[src/rtl/branch_predictor.sv]
// rtl/branch_predictor.sv - direct-mapped BTB with saturating direction counters
// Optional statistics counters are built only when BP_STATS_EN is defined.
module branch_predictor #(
  parameter int ENTRIES = 16,
  parameter int CNT_W   = 2,
  parameter int XLEN    = 32
) (
  input  logic            clk,
  input  logic            reset,
  input  logic [XLEN-1:0] pcF,
  output logic            pred_takenF,
  output logic [XLEN-1:0] pred_pcF,
  input  logic            upd_valid,
  input  logic [XLEN-1:0] upd_pc,
  input  logic [XLEN-1:0] upd_target,
  input  logic            upd_taken,
  input  logic            upd_is_jump,
  input  logic            upd_pred_taken,
  input  logic [XLEN-1:0] upd_pred_pc,
  output logic            mispredict,
  output logic [XLEN-1:0] redirect_pc,
  input  logic            inval,
  output logic [31:0]     stat_branches,
  output logic [31:0]     stat_mispred
);

  localparam int IDX_W = $clog2(ENTRIES);
  localparam int TAG_W = XLEN - IDX_W - 2;
  localparam logic [CNT_W-1:0] CNT_MAX = {CNT_W{1'b1}};
  localparam logic [CNT_W-1:0] CNT_WT  = CNT_W'(1) << (CNT_W - 1);
  localparam logic [CNT_W-1:0] CNT_WNT = CNT_WT - CNT_W'(1);

  logic             r_valid  [ENTRIES];
  logic [TAG_W-1:0] r_tag    [ENTRIES];
  logic [XLEN-1:0]  r_target [ENTRIES];
  logic             r_jmp    [ENTRIES];
  logic [CNT_W-1:0] r_cnt    [ENTRIES];

  logic [IDX_W-1:0] w_f_idx;
  logic [TAG_W-1:0] w_f_tag;
  logic             w_f_hit;
  logic [IDX_W-1:0] w_u_idx;
  logic [TAG_W-1:0] w_u_tag;
  logic             w_u_hit;

  assign w_f_idx = pcF[IDX_W+1:2];
  assign w_f_tag = pcF[XLEN-1:IDX_W+2];
  assign w_u_idx = upd_pc[IDX_W+1:2];
  assign w_u_tag = upd_pc[XLEN-1:IDX_W+2];
  assign w_u_hit = r_valid[w_u_idx] && (r_tag[w_u_idx] == w_u_tag);

  // Fetch-side lookup: purely combinational from pcF and the table state
  always_comb begin
    w_f_hit     = r_valid[w_f_idx] && (r_tag[w_f_idx] == w_f_tag);
    pred_takenF = w_f_hit && (r_jmp[w_f_idx] || r_cnt[w_f_idx][CNT_W-1]);
    pred_pcF    = pred_takenF ? r_target[w_f_idx] : pcF + XLEN'(4);
  end

  // Execute-side misprediction detection and correct-path address
  always_comb begin
    mispredict  = upd_valid && ((upd_taken != upd_pred_taken) ||
                                (upd_taken && (upd_pred_pc != upd_target)));
    redirect_pc = upd_taken ? upd_target : upd_pc + XLEN'(4);
  end

  // Table training; invalidate takes priority and drops a concurrent update
  always_ff @(posedge clk or negedge reset) begin
    if (!reset) begin
      for (int i = 0; i < ENTRIES; i++) begin
        r_valid[i]  <= 1'b0;
        r_tag[i]    <= '0;
        r_target[i] <= '0;
        r_jmp[i]    <= 1'b0;
        r_cnt[i]    <= CNT_WNT;
      end
    end else if (inval) begin
      for (int i = 0; i < ENTRIES; i++) begin
        r_valid[i] <= 1'b0;
      end
    end else if (upd_valid) begin
      if (w_u_hit) begin
        if (upd_taken) begin
          if (r_cnt[w_u_idx] != CNT_MAX) begin
            r_cnt[w_u_idx] <= r_cnt[w_u_idx] + CNT_W'(1);
          end
          r_target[w_u_idx] <= upd_target;
          r_jmp[w_u_idx]    <= upd_is_jump;
        end else if (r_cnt[w_u_idx] != '0) begin
          r_cnt[w_u_idx] <= r_cnt[w_u_idx] - CNT_W'(1);
        end
      end else if (upd_taken) begin
        r_valid[w_u_idx]  <= 1'b1;
        r_tag[w_u_idx]    <= w_u_tag;
        r_target[w_u_idx] <= upd_target;
        r_jmp[w_u_idx]    <= upd_is_jump;
        r_cnt[w_u_idx]    <= CNT_WT;
      end
    end
  end

`ifdef BP_STATS_EN
  logic [31:0] r_stat_branches;
  logic [31:0] r_stat_mispred;

  // Event counters; they count updates even when inval drops them
  always_ff @(posedge clk or negedge reset) begin
    if (!reset) begin
      r_stat_branches <= '0;
      r_stat_mispred  <= '0;
    end else begin
      if (upd_valid)  r_stat_branches <= r_stat_branches + 32'd1;
      if (mispredict) r_stat_mispred  <= r_stat_mispred + 32'd1;
    end
  end

  assign stat_branches = r_stat_branches;
  assign stat_mispred  = r_stat_mispred;
`else
  assign stat_branches = 32'd0;
  assign stat_mispred  = 32'd0;
`endif

endmodule

[config.mk]
export PLATFORM = sky130hd
export DESIGN_NAME = branch_predictor
export DESIGN_NICKNAME = d
export VERILOG_FILES = /design/src/rtl/branch_predictor.sv
export SDC_FILE = /design/constraint.sdc
export NUM_CORES = 2
export LEC_CHECK = 0
export CAP_MARGIN = 10
export CORE_ASPECT_RATIO = 0.5
export CORE_MARGIN = 2
export CORE_UTILIZATION = 61
export CTS_CLUSTER_SIZE = 8
export DETAILED_ROUTE_END_ITERATION = 8
export PLACE_DENSITY = 0.78
export SYNTH_ARGS = -nofsm -noshare
export SYNTH_HDL_FRONTEND = slang
export SYNTH_SLANG_ARGS = --single-unit
[constraint.sdc]
create_clock -name clk -period 6.59 [get_ports clk]
set_clock_uncertainty 0.1 [all_clocks]
set_input_delay 1.6475 -clock clk [delete_from_list [all_inputs] [get_ports clk]]
set_output_delay 1.6475 -clock clk [all_outputs]
set_load 0.02 [all_outputs]
==> impl_results.md <==
- Critical Path RT: 4840 ps
- First-pass GRT wire length: 234,000 um
- Post-DP HPWL: 97,300 um
- Crit path buffers/inverters: 8
- Final hold viol count: 0
- Placed cells: 4,821
- VDD IR max: 0.000206 V
- Lkg Pwr: about 27 nW
- Die Y: ~210 um
- DRC: 0
- Top_reg_cell synth: dfrtp_1
- Sequential fraction of the synthesis area: 47.3%
- Fin crit share: 100%
- Vias in the first global route: ~36,000
- Layout cells sized above 1: a little under half
- Maximum fanout along the worst path: 26
- Worst slew pin tran: between 1000 and 1500 ps
- Utilization after layout: between 70% and 80%
- FP Rows: between 70 and 80
- Top cells by area, synth: dfrtp_1 (47%), mux4_2 (17%), mux2_2 (16%)
- CP Cell Sequence: buf_16 -> clkbuf_16 -> buf_4 -> mux4_2 -> mux4_2 -> xnor2_2 -> nand4_1 -> nor3_2 -> buf_4 -> nand3_2 -> buf_4 -> buf_16 -> a21oi_1 -> buf_4 -> buf_4
- Yosys warnings: 0
- Multi-input logic area: between 20,000 and 30,000 um2
- Final Max Tran Viols: 0
- Hold Slack: 370 ps
- Fmax: roughly 150 MHz
- Number of synthesized flops with an enable pin: 0
- CP endpoint kind: output port
- MaxCap Viol Count: 0
- CTS root buffer: clkbuf_16
- Gpl congestion: between 0.9 and 1
- Worst hold-check path type: flop to flop
- RSZ-0062 raised after global routing: true
- Drt pass-1 iters: 6
- Layout net count: about 4,000
- P&R area growth vs syn: 15.3%
- DR WL/cell: 31.3 um
- CP peak stage delay: 540 ps
- Synth Area per Inst: between 10 and 15 um2
- Status: complete, but fails checks
- Arr. time, crit path: approximately 5000 ps
- Reg area: 24,800 um2
- Most used cell, CP: buf_4
- Failing checks: negative setup slack
- Initial Util: just over 60%
- Kind of critical path: primary input to output port
- Worst setup SP type: primary input
- CTS buffer count: 141
- # port buffers: 200
- Clock-pin slew on the worst setup and hold paths: around 50 ps
- Area of the core: 84,500 um2
- Synth top area share: 46.5%
- Ports: 265
- Clk sinks: between 900 and 1,000
- Gr usage total: 36.3%
- Final setup vio count: 1
- Mapped Area: around 52,000 um2
- Via count: about 34,000
- Slew Limit Headroom: around 15%
- Worst setup margin: -29.0 ps
- Power density cells: around 280 nW/um2
- Total Wirelength: approximately 160,000 um
- Die ar.: between 80,000 and 90,000 um2
- Grt ovf: 0
- Flops & latches, synth: 992
- Antenna violations before repair: 5
- Largest area contributor in the netlist: dfrtp_1
- # fillers: 5,346
- Worst path top cell family by delay: buffers and inverters
- DRT iter0 DRCs: between 4,000 and 5,000
- Largest net degree at the start of global routing: roughly 160
- Crit path time final: roughly 6600 ps
- Clock latency at the later pin of the worst-skew pair: ~770 ps
- CTS tree: yes
- H-tree levels: 4
- Distinct cells, synth: 68
- Max Root-Sink Buffers: 3
- Slowest CP cell: mux4_2
- Die Span X: 419 um
- Fin cells: roughly 5,000
- ANT nets after route: 0
- Via density: approximately 7
- Async SR Flop Fraction: 100%
- Synth Instances: roughly 3,600
per-stage QoR:
stage | setup slack, ps | total power, mW | instance area [um2] | setup TNS (ps)
6_report | -29.0 | 16.9 | 60500 | -29.0
5_1_grt | -83.4 | 17.5 | 60500 | -430
4_1_cts | -6.64 | 16.9 | 60500 | -13.3
3_5_place_dp | -460 | 10.3 | 56500 | -12190
3_3_place_gp | -463 | 10.2 | 56500 | -12630
2_1_floorplan | 57.7 | 9.28 | 52700 | 0
worst register-to-register path, cell delays in order, from the launching register on:
cell and delay (ps):
dfrtp_1 410, mux4_2 480, mux2i_1 260, mux2i_1 430, o221ai_1 390, a2111o_1 600
nor3_4 260, nand2_2 350, and2_4 590, mux2_4 440
worst paths after layout:
kind | startpoint | to | slack, ps | cells past startpoint
min reg2reg | r_target[7] | r_target[7] | 370 | 2
min | r_target[7] | r_target[7] | 370 | 2
max reg2reg | r_tag[222] | r_tag[120] | 2160 | 9
min in group asynchronous | reset | r_target[145] | 800 | 1
max | pcF[2] | pred_pcF[30] | -30 | 15
max in group asynchronous | reset | r_tag[106] | 4100 | 2
registers in the layout (all words and copies together) (netlist names):
name      cells
r_jmp        16
r_valid      16
r_cnt        32
r_tag       416
r_target    512
per-layer routing:
layer	vias up	part of all wire, %	global-route usage [%]
met5	-	0.023	0
met4	6	4.7	17.1
met3	403	10	10.7
met2	1891	45	53.3
met1	18500	40	50.3
li1	13500	-	-
layout by cell type, fill, tap and decap left out, types with 64 or more instances in the layout:
cell / synthesis / routed
nand2_1: 202 / 195
mux4_2: 402 / 402
xnor2_1: 74 / 68
clkbuf_16: 0 / 144
dfrtp_1: 976 / 976
mux2_4: 171 / 171
xor2_1: 69 / 69
clkdlybuf4s50_1: 0 / 155
buf_4: 74 / 205
conb_1: 1 / 64
mux2_2: 744 / 744
cell usage after synthesis (12+ instances only):
master    instances
a21o_1           13
a21oi_1          38
a22oi_1          16
and2_1           13
and3_1           13
buf_1            41
buf_2            16
buf_4            74
buf_6            44
clkbuf_1        232
dfrtp_1         976
dfstp_2          16
inv_1            24
mux2_1           34
mux2_2          744
mux2_4          171
mux2i_1          55
mux4_2          402
nand2_1         202
nand3_1          31
nand4_1          21
nor2_1           56
nor3_1           14
o211ai_1         12
o21ai_0          56
xnor2_1          74
xor2_1           69
power by group:
part | switching [mW] | total, mW | internal (mW) | leakage, nW
Sequential | 0.552 | 7.45 | 6.90 | 13.1
Combinational | 1.24 | 2.85 | 1.62 | 12.3
Clock | 2.74 | 6.62 | 3.88 | 1.89
logic make-up (layout without fill, tap and decap cells):
family / count (synthesis) / in the layout / share of synthesized area (%)
fa+ha+maj: 7 / 7 / 0.167
xor+xnor: 143 / 143 / 2.39
other cells: 1 / 65 / 0.00715
buf+inv: 434 / 655 / 4.30
flops: 992 / 992 / 47.3
mux: 1406 / 1406 / 39.9
compound gates: 185 / 185 / 2.27
simple gates: 395 / 395 / 3.62
layout make-up:
type	count	area share, %
multi-input combinational	2200	42.6
sequential	992	41.1
timing repair buffer	453	7.30
clock buffer	162	6.00
tap	1155	2.39
clock inverter	14	0.472
inverter	26	0.168
antenna	1	0.00414
repair_timing:
action / CTS / global route
cloned: 2 / 2
hold buffers: 0 / 0
pin swaps: 1 / 4
gates resized for setup: 61 / 60
buffers inserted: 1 / 0
setup endpoints to repair: 34 / 34
Note: power is estimated with default switching activity, not from simulation.
